[src/rtl/exec_sequencer_pkg.sv]
// Shared definitions for the execution-unit command sequencer:
// opcode values, instruction field positions and FSM state encoding.
package exec_sequencer_pkg;

  localparam int INSTR_W = 34;

  localparam logic [2:0] OP_WR     = 3'b000;
  localparam logic [2:0] OP_RD1    = 3'b001;
  localparam logic [2:0] OP_RD2    = 3'b010;
  localparam logic [2:0] OP_WR_RD1 = 3'b011;
  localparam logic [2:0] OP_WR_RD2 = 3'b100;
  localparam logic [2:0] OP_ADD    = 3'b101;
  localparam logic [2:0] OP_SUB    = 3'b110;
  localparam logic [2:0] OP_SHIFT  = 3'b111;

  localparam int OP_HI   = 33;
  localparam int OP_LO   = 31;
  localparam int RA1_HI  = 30;
  localparam int RA1_LO  = 26;
  localparam int RA2_HI  = 25;
  localparam int RA2_LO  = 21;
  localparam int WA_HI   = 20;
  localparam int WA_LO   = 16;
  localparam int DATA_HI = 15;
  localparam int DATA_LO = 0;

  typedef enum logic [2:0] {
    ST_IDLE    = 3'd0,
    ST_ISSUE   = 3'd1,
    ST_WAIT    = 3'd2,
    ST_CAPTURE = 3'd3,
    ST_FIN     = 3'd4
  } state_t;

  // Only plain register writes complete without returning data.
  function automatic logic has_result(input logic [2:0] op);
    return op != OP_WR;
  endfunction

endpackage

[src/rtl/exec_sequencer_instr.sv]
// Instruction store: DEPTH x INSTR_W register array with one synchronous
// write port and one combinational read port. Contents are not reset.
module exec_instr_buffer
  import exec_sequencer_pkg::*;
#(
  parameter int DEPTH = 16,
  parameter int AW    = 4
) (
  input  logic               clk,
  input  logic               we,
  input  logic [AW-1:0]      waddr,
  input  logic [INSTR_W-1:0] wdata,
  input  logic [AW-1:0]      raddr,
  output logic [INSTR_W-1:0] rdata
);

  logic [INSTR_W-1:0] mem [DEPTH];

  always_ff @(posedge clk) begin
    if (we) mem[waddr] <= wdata;
  end

  assign rdata = mem[raddr];

endmodule

[src/rtl/exec_sequencer.sv]
// Command sequencer: replays a preloaded instruction list to the execution
// unit one at a time, waiting for a rising edge of exe_done per instruction.
module exec_sequencer
  import exec_sequencer_pkg::*;
#(
  parameter int DEPTH   = 16,
  parameter int AW      = 4,
  parameter int TIMEOUT = 64
) (
  input  logic               clk,
  input  logic               rst_n,
  input  logic               ld_valid,
  input  logic [AW-1:0]      ld_addr,
  input  logic [INSTR_W-1:0] ld_instr,
  input  logic               start,
  input  logic [AW:0]        prog_len,
  output logic               busy,
  output logic               finished,
  output logic               err,
  output logic [AW-1:0]      pc,
  output logic [2:0]         exe_valid,
  output logic [4:0]         exe_rd_adr1,
  output logic [4:0]         exe_rd_adr2,
  output logic [4:0]         exe_wr_adr,
  output logic [15:0]        exe_data,
  output logic               cmd_strobe,
  input  logic               exe_done,
  input  logic [15:0]        exe_rd1,
  input  logic [15:0]        exe_rd2,
  output logic               res_valid,
  output logic [AW-1:0]      res_pc,
  output logic [15:0]        res_rd1,
  output logic [15:0]        res_rd2
);

  localparam int TW = (TIMEOUT > 1) ? $clog2(TIMEOUT) : 1;

  state_t             state_reg, state_next;
  logic [AW:0]        len_reg;
  logic [TW-1:0]      tcnt_reg;
  logic               done_q;
  logic [INSTR_W-1:0] exe_hold_reg;
  logic [INSTR_W-1:0] cur_instr;
  logic [INSTR_W-1:0] exe_word;
  logic [AW:0]        eff_len;
  logic               done_edge;
  logic               last_instr;
  logic               wait_expired;

  exec_instr_buffer #(.DEPTH(DEPTH), .AW(AW)) u_buf (
    .clk   (clk),
    .we    (ld_valid && state_reg == ST_IDLE),
    .waddr (ld_addr),
    .wdata (ld_instr),
    .raddr (pc),
    .rdata (cur_instr)
  );

  assign eff_len      = (prog_len > (AW+1)'(DEPTH)) ? (AW+1)'(DEPTH) : prog_len;
  assign done_edge    = exe_done & ~done_q;
  assign last_instr   = ({1'b0, pc} == len_reg - 1'b1);
  assign wait_expired = (tcnt_reg == TW'(TIMEOUT - 1));

  // Fields come straight from the buffer during ISSUE and are then frozen
  // in the hold register until the next ISSUE.
  assign exe_word    = (state_reg == ST_ISSUE) ? cur_instr : exe_hold_reg;
  assign exe_valid   = exe_word[OP_HI:OP_LO];
  assign exe_rd_adr1 = exe_word[RA1_HI:RA1_LO];
  assign exe_rd_adr2 = exe_word[RA2_HI:RA2_LO];
  assign exe_wr_adr  = exe_word[WA_HI:WA_LO];
  assign exe_data    = exe_word[DATA_HI:DATA_LO];

  assign cmd_strobe = (state_reg == ST_ISSUE);
  assign finished   = (state_reg == ST_FIN);
  assign busy       = (state_reg != ST_IDLE);

  always_ff @(posedge clk or negedge rst_n) begin
    if (!rst_n) state_reg <= ST_IDLE;
    else        state_reg <= state_next;
  end

  always_comb begin
    state_next = state_reg;
    case (state_reg)
      ST_IDLE:    if (start) state_next = (eff_len == '0) ? ST_FIN : ST_ISSUE;
      ST_ISSUE:   state_next = ST_WAIT;
      ST_WAIT: begin
        if (done_edge)         state_next = ST_CAPTURE;
        else if (wait_expired) state_next = ST_IDLE;
      end
      ST_CAPTURE: state_next = last_instr ? ST_FIN : ST_ISSUE;
      ST_FIN:     state_next = ST_IDLE;
      default:    state_next = ST_IDLE;
    endcase
  end

  always_ff @(posedge clk or negedge rst_n) begin
    if (!rst_n) begin
      len_reg      <= '0;
      tcnt_reg     <= '0;
      done_q       <= 1'b0;
      exe_hold_reg <= '0;
      err          <= 1'b0;
      pc           <= '0;
      res_valid    <= 1'b0;
      res_pc       <= '0;
      res_rd1      <= '0;
      res_rd2      <= '0;
    end else begin
      done_q    <= exe_done;
      res_valid <= 1'b0;
      case (state_reg)
        ST_IDLE: begin
          if (start) begin
            len_reg <= eff_len;
            err     <= 1'b0;
            pc      <= '0;
          end
        end
        ST_ISSUE: begin
          exe_hold_reg <= cur_instr;
          tcnt_reg     <= '0;
        end
        ST_WAIT: begin
          tcnt_reg <= tcnt_reg + 1'b1;
          if (!done_edge && wait_expired) err <= 1'b1;
        end
        ST_CAPTURE: begin
          if (has_result(exe_hold_reg[OP_HI:OP_LO])) begin
            res_valid <= 1'b1;
            res_pc    <= pc;
            res_rd1   <= exe_rd1;
            res_rd2   <= exe_rd2;
          end
          if (!last_instr) pc <= pc + 1'b1;
        end
        default: ;
      endcase
    end
  end

endmodule
[config.mk]
export PLATFORM = sky130hd
export DESIGN_NAME = exec_sequencer
export DESIGN_NICKNAME = d
export VERILOG_FILES = /design/src/rtl/exec_sequencer_pkg.sv /design/src/rtl/exec_sequencer_instr.sv /design/src/rtl/exec_sequencer.sv
export SDC_FILE = /design/constraint.sdc
export NUM_CORES = 1
export LEC_CHECK = 0
export ABC_CLOCK_PERIOD_IN_PS = 4300
export CORE_MARGIN = 2
export CORE_UTILIZATION = 40
export DETAILED_ROUTE_END_ITERATION = 8
export HOLD_SLACK_MARGIN = 0.06
export PLACE_DENSITY_LB_ADDON = 0.3
export SLEW_MARGIN = 10
export SYNTH_ARGS = -nofsm -noshare
export SYNTH_HDL_FRONTEND = slang
export SYNTH_HIERARCHICAL = 1
export SYNTH_SLANG_ARGS = --single-unit
[constraint.sdc]
create_clock -name clk -period 4.3 [get_ports clk]
set_input_delay 1.075 -clock clk [delete_from_list [all_inputs] [get_ports clk]]
set_output_delay 1.075 -clock clk [all_outputs]
set_load 0.03 [all_outputs]
==> results.py, run 1 <==
metrics = {
    "setup_path": {
        "end_kind": "output port",
        "start_kind": "flop",
        "crit_arrival_ns": 3.13,
        "path_class": "reg -> out",
        "crit_required_ns": 3.22,
        "critPathMaxFanout": 17,
    },
    "grt": {
        "grt_pass1_vias": 12324,
        "antenna_found_initial": 4,
        "grt_max_degree": 81,
        "grt_remaining_overflow": 0,
        "grt_use_total": 0.1732,
        "grt_pass1_wl_um": 79930,
    },
    "pwr": {
        "p_seq_frac": 0.402,
        "finalPower_mw": 18.46,
        "combPwrFrac": 0.292,
        "leakagePower_nw": 9.794,
        "ir_drop_uv": 264.7,
        "p_switching_mw": 5.297,
        "p_clk_frac": 0.306,
        "power_density_mw_per_mm2": 624.2,
        "p_int_mw": 13.16,
        "sw_frac_of_total": 0.2870,
    },
    "place": {
        "hpwl_um": 29930,
        "gp_congestion": 0.7152,
        "numPortBuffers": 158,
        "placed_cell_area_sq_mm": 0.02720,
        "numPlacedInstances": 2060,
    },
    "drt": {
        "routed_via_density": 5.374,
        "drc_errors": 0,
        "wire_per_inst_um": 24.11,
        "drtAntennaViolNets": 0,
        "dr.pass1.iters": 5,
        "detail_route.wirelength_um": 52950,
        "drtIter0Drc": 799,
        "vias": 11802,
    },
    "final_layout": {
        "finalNonFillerCells": 2196,
        "drive_above_1_share": 0.2642,
        "final_area_sq_mm": 0.02957,
        "area_growth_pct": 22.27,
        "fin_nets": 1442,
        "fillCellCount": 4798,
        "largest_reg_flops": 544,
    },
    "yosys": {
        "yosys.area.top_type_share": 0.6756,
        "syn-num-nets": 1209,
        "async_flop_share": 0.1433,
        "yosys_warnings": 6,
        "ys_types": 46,
        "syn_area_per_cell_sq_um": 21.47,
        "ys_seq_area_frac": 0.7697,
        "synth_most_common_cell": "edfxtp_1",
        "synth_edf_count": 544,
        "synth_commonest_cells": "edfxtp_1 (544), mux4_2 (136), dfrtp_1 (91), a22oi_1 (68), nand2_1 (53)",
        "synth.area.top_cells": "edfxtp_1 (68%), mux4_2 (13%), dfrtp_1 (9.4%)",
        "synth_ff_type": "edfxtp_1",
        "syn_inst": 1126,
        "synth_top_area_cell": "edfxtp_1",
        "netlist_area_sq_mm": 0.02418,
        "ys_ff_latch": 635,
    },
    "floorplan": {
        "design.die.area_sq_mm": 0.06244,
        "io-pin-count": 159,
        "die_w_um": 249.9,
        "core_area_sq_mm": 0.06002,
        "die_h_um": 249.9,
        "row_count": 90,
        "start_util": 0.4029,
    },
    "clocking": {
        "cts_root_buf": "clkbuf_16",
        "cts_tree": "yes",
        "cts_buffers": 68,
        "clkSinkCount": 635,
        "h-tree-depth": 3,
        "insertion_delay_ns": 0.59,
        "cts_buffer_depth": 3,
        "clk_pin_slew_ns": 0.06,
    },
    "timing": {
        "tns_ns": 0,
        "setup_viol": 0,
        "skew_ns": 0.01619,
        "final-hold-violation-count": 0,
        "period_minus_slack_ns": 4.205,
        "finalCritPeriodShare": 0.9779,
        "rsz0062_at_grt": "no",
        "tightest_slew_ns": 0.9386,
        "max_freq_mhz": 237.8,
        "drv_slew": 0,
        "relSlewSlack": 0.3743,
    },
    "min_path": {
        "hp-class": "reg -> reg",
    },
    "status": {
        "status": "finished clean",
    },
    "run": {
        "cap_violations": 0,
    },
}
-- area by class of cell --
class / instances / area, sq um / share of cell area
Timing Repair Buffer: 219 / 2399 / 0.08113
Inverter: 5 / 18.77 / 0.0006348
Antenna cell: 2 / 5.005 / 0.0001693
Clock buffer: 94 / 1893 / 0.06403
Sequential cell: 635 / 18620 / 0.6298
Multi-Input combinational cell: 430 / 5378 / 0.1819
Tap cell: 782 / 978.4 / 0.03309
Clock inverter: 29 / 274.0 / 0.009268
-- final timing paths --
check / from / to / slack [ns] / cells past startpoint
setup / recovery: pc[0] / exe_data[0] / 0.1 / 7
hold / removal: exe_hold_reg[9] / exe_hold_reg[9] / 0.48 / 1
setup reg to reg: state_reg[2] / u_buf/mem[2][17] / 1.46 / 5
hold reg to reg: exe_hold_reg[9] / exe_hold_reg[9] / 0.48 / 1
max in group asynchronous: rst_n / exe_hold_reg[22] / 2.97 / 2
min in group asynchronous: rst_n / tcnt_reg[3] / 0.56 / 1
-- through the flow --
| stage | worst slack (ns) | hold slack (ns) | utilization |
|---|---|---|---|
| after global routing | 0.002518 | 0.5041 | 0.4926 |
| after CTS | 0.0009743 | 0.4845 | 0.4916 |
| after global placement | 0.4088 | 0.4678 | 0.4532 |
| after floorplan | 0.1154 | 0.4587 | - |
| final | 0.09505 | 0.4807 | 0.4926 |
| after detailed placement | 0.3836 | 0.4758 | 0.4532 |
-- power by group through the flow --
stage	registers (mW)	logic (mW)	clock network [mW]
6_report	7.42	5.39	5.65
2_1_floorplan	7.84	3.20	0
4_1_cts	7.43	5.50	5.80
5_1_grt	7.48	5.79	6.04
3_5_place_dp	7.65	5.27	0
3_3_place_gp	7.63	5.23	0
-- repair_timing --
action / 4_1_cts / 5_1_grt
resized for setup: 5 / 17
buffers inserted: 11 / 0
pin swaps: 0 / 0
hold buffers: 0 / 0
setup endpoints to repair: 31 / 15
endpoints found under the hold margin: 0 / 0
-- placed cells by master, fill, tap and decap left out, types with 4 or more instances in the layout --
master,instances
mux2_1,31
clkbuf_1,20
a22oi_1,68
nand3b_1,5
buf_4,41
bufinv_16,5
clkinv_2,13
mux4_2,136
mux2_2,41
o21ai_0,12
nor3_2,4
nor2_1,7
edfxtp_1,544
dfrtp_1,89
nand2b_1,9
buf_12,26
nand2_1,53
nor2_4,14
clkdlybuf4s50_1,131
clkbuf_16,71
a21oi_1,5
dlymetal6s2s_1,13
clkinv_1,7
dlygate4sd2_1,4
inv_1,5
-- layer usage --
metal	wire, um	share of wire	vias up	GRT usage
li1	-	-	5130	-
met1	23170	0.44	6236	0.2374
met2	25790	0.49	356	0.2825
met3	2972	0.056	76	0.03431
met4	991	0.019	4	0.05043
met5	26	0.00049	-	0
-- kinds of logic (layout without fill, tap and decap cells) --
kind of cell,after synthesis,after routing,synth area share
flip-flops,635,635,0.7697
multiplexers,210,210,0.1610
AND/OR/NAND/NOR,114,114,0.02303
AO/OA/AOI/OAI,97,97,0.02877
buffers and inverters,61,347,0.01371
XOR/XNOR,6,6,0.002174
adder cells (fa/ha/maj),3,3,0.001552
other,0,2,0
-- worst max-delay path, cell delays in order (launching register included) --
cell and delay, ns:
dfrtp_4 0.42, buf_12 0.14, buf_12 0.20, mux4_2 0.51, a22oi_1 0.17, nand2_1 0.15, mux2_2 0.32, clkdlybuf4s50_1 0.62
Power figures use the tool's default switching activity.
==> run 2, diff against run 1 <==
--- a/config.mk
+++ b/config.mk
@@ -5,9 +5,8 @@
 export SDC_FILE = /design/constraint.sdc
 export NUM_CORES = 1
 export LEC_CHECK = 0
-export ABC_CLOCK_PERIOD_IN_PS = 4300
 export CORE_MARGIN = 2
-export CORE_UTILIZATION = 40
+export CORE_UTILIZATION = 45
 export DETAILED_ROUTE_END_ITERATION = 8
 export HOLD_SLACK_MARGIN = 0.06
 export PLACE_DENSITY_LB_ADDON = 0.3
==> run 2 against run 1 <==
Net effect:
- combinational power down 2%
- non-clock buffer count down 9
- highest routed layer unchanged
- global-route usage up 2.2 points
- flip-flop and latch count unchanged
- largest cell class unchanged
- first-iteration DRC count up 23%
- via count up 1.2%
- setup slack better by 0.029 ns
==> results.py, run 2 (same netlist as run 1, synthesis figures left out) <==
metrics = {
    "place": {
        "numPortBuffers": 158,
        "hpwl_um": 28510,
        "numPlacedInstances": 1962,
        "gp_congestion": 0.7270,
    },
    "timing": {
        "max_freq_mhz": 239.5,
        "tns_ns": 0,
        "period_minus_slack_ns": 4.176,
        "finalCritPeriodShare": 0.9712,
        "drv_slew": 0,
        "relSlewSlack": 0.4088,
        "tightest_slew_ns": 0.8868,
        "skew_ns": 0.02654,
        "final-hold-violation-count": 0,
        "setup_viol": 0,
        "rsz0062_at_grt": "no",
    },
    "final_layout": {
        "largest_reg_flops": 544,
        "area_growth_pct": 20.77,
        "drive_above_1_share": 0.2602,
        "layout_commonest_cell": "edfxtp_1",
        "layout_common_cells": "edfxtp_1 (544), mux4_2 (136), clkdlybuf4s50_1 (125)",
        "fin_nets": 1431,
        "finalNonFillerCells": 2088,
    },
    "min_path": {
        "hp-class": "reg -> reg",
    },
    "pwr": {
        "ir_drop_uv": 394.0,
        "p_int_mw": 12.91,
        "p_clk_frac": 0.302,
        "p_seq_frac": 0.409,
        "sw_frac_of_total": 0.2903,
        "combPwrFrac": 0.289,
        "p_switching_mw": 5.281,
        "leakagePower_nw": 9.717,
        "power_density_mw_per_mm2": 622.9,
    },
    "drt": {
        "wl_met1_um": 22300,
        "dr_wl_met2_um": 26220,
        "drc_errors": 0,
        "drtIter0Drc": 980,
        "detail_route.wirelength_um": 53490,
        "wl_met3_um": 3790,
        "routed.top_layer": "met5",
        "drtAntennaViolNets": 0,
        "vias": 11947,
        "dr.pass1.iters": 5,
        "routed_via_density": 5.722,
        "wire_per_inst_um": 25.62,
    },
    "grt": {
        "grt_pass1_vias": 12339,
        "grt_max_degree": 59,
        "grt_use_total": 0.1955,
        "grt_pass1_wl_um": 80020,
        "antenna_found_initial": 3,
        "grt_remaining_overflow": 0,
    },
    "floorplan": {
        "core_area_sq_mm": 0.05287,
        "design.die.area_sq_mm": 0.05560,
        "die_w_um": 235.8,
        "start_util": 0.4574,
        "row_count": 84,
        "die_h_um": 235.8,
        "io-pin-count": 159,
    },
    "setup_path": {
        "start_kind": "flop",
        "worstPathCellList": "buf_4 > buf_16 > mux4_2 > a22oi_1 > nand2_1 > mux2_2 > clkdlybuf4s50_1",
        "crit_required_ns": 3.22,
        "critPathMaxFanout": 12,
        "crit_arrival_ns": 3.10,
        "path_class": "reg -> out",
        "crit_path_max_incr_delay_ns": 0.59,
        "end_kind": "output port",
        "slowest_stage": "clkdlybuf4s50_1",
    },
    "clocking": {
        "clkSinkCount": 635,
        "cts_tree": "yes",
        "cts_buffer_depth": 3,
        "insertion_delay_ns": 0.60,
        "clk_pin_slew_ns": 0.06,
        "h-tree-depth": 3,
        "cts_hold_buf": 0,
        "cts_buffers": 66,
        "cts_root_buf": "clkbuf_16",
    },
    "run": {
        "cap_violations": 0,
    },
    "status": {
        "status": "finished clean",
    },
}
## run 2: changes by cell type in the layout (fill, tap and decap cells not counted), moves of 2 or more
cell	delta
clkbuf_16	-4
clkinv_8	+2
dlygate4sd2_1	-2
buf_6	-2
dlymetal6s2s_1	+3
clkinv_2	-4
clkdlybuf4s50_1	-6
buf_12	-8
clkbuf_8	+2
buf_4	+5
clkinvlp_4	-2
## run 2: routing by layer
layer  GRT usage  vias up
li1            -     5087
met1      0.2697     6310
met2      0.3189      452
met3     0.04143       94
met4     0.05211        4
met5           0        -
## run 2: final timing paths
kind / slack [ns] / from / endpoint / cells past startpoint
worst max register to register: 1.63 / state_reg[2] / u_buf/mem[1][18] / 5
worst max-delay path: 0.12 / pc[0] / exe_data[6] / 7
worst min-delay path: 0.48 / exe_hold_reg[9] / exe_hold_reg[9] / 1
worst min register to register: 0.48 / exe_hold_reg[9] / exe_hold_reg[9] / 1
min in group asynchronous: 0.61 / rst_n / tcnt_reg[3] / 1
max in group asynchronous: 2.77 / rst_n / res_rd1[0] / 2
## run 2: per-stage QoR
step / total power, mW / util / area (sq um) / hold slack [ns] / worst slack [ns]
global route: 18.97 / 0.5524 / 29200 / 0.4951 / 0.006713
global placement: 12.78 / 0.5103 / 26980 / 0.4660 / 0.3219
finish: 18.19 / 0.5524 / 29200 / 0.4775 / 0.1239
CTS: 18.43 / 0.5515 / 29160 / 0.4862 / 0.002103
floorplan: 11.05 / - / 24190 / 0.4587 / 0.1154
detailed placement: 12.84 / 0.5103 / 26980 / 0.4738 / 0.3094
## run 2: area by class of cell
cell class,instances,area (sq um)
Antenna cell,1,2.502
Clock buffer,92,1821
Clock inverter,27,274.0
Fill cell,3927,23660
Inverter,5,18.77
Multi-Input combinational cell,430,5378
Sequential cell,635,18620
Tap cell,688,860.8
Timing Repair Buffer,210,2228
## run 2: critical path, delay by kind of cell, from the launching register on
kind / cells / cell delay, ns
AO/OA/AOI/OAI: 1 / 0.20
flip-flops: 1 / 0.48
AND/OR/NAND/NOR: 1 / 0.09
buffers and inverters: 3 / 0.94
multiplexers: 2 / 0.79
## run 2: power groups by stage
stage | combinational (mW) | sequential [mW] | clock, mW
floorplan | 3.20 | 7.84 | 0
global placement | 5.17 | 7.62 | 0
detailed placement | 5.20 | 7.64 | 0
CTS | 5.37 | 7.44 | 5.61
global route | 5.62 | 7.49 | 5.85
finish | 5.26 | 7.44 | 5.49
## run 2: repair_timing
item | in CTS | in global routing
resized for setup | 2 | 17
setup buffers | 6 | 0
endpoints found under the setup margin | 32 | 23
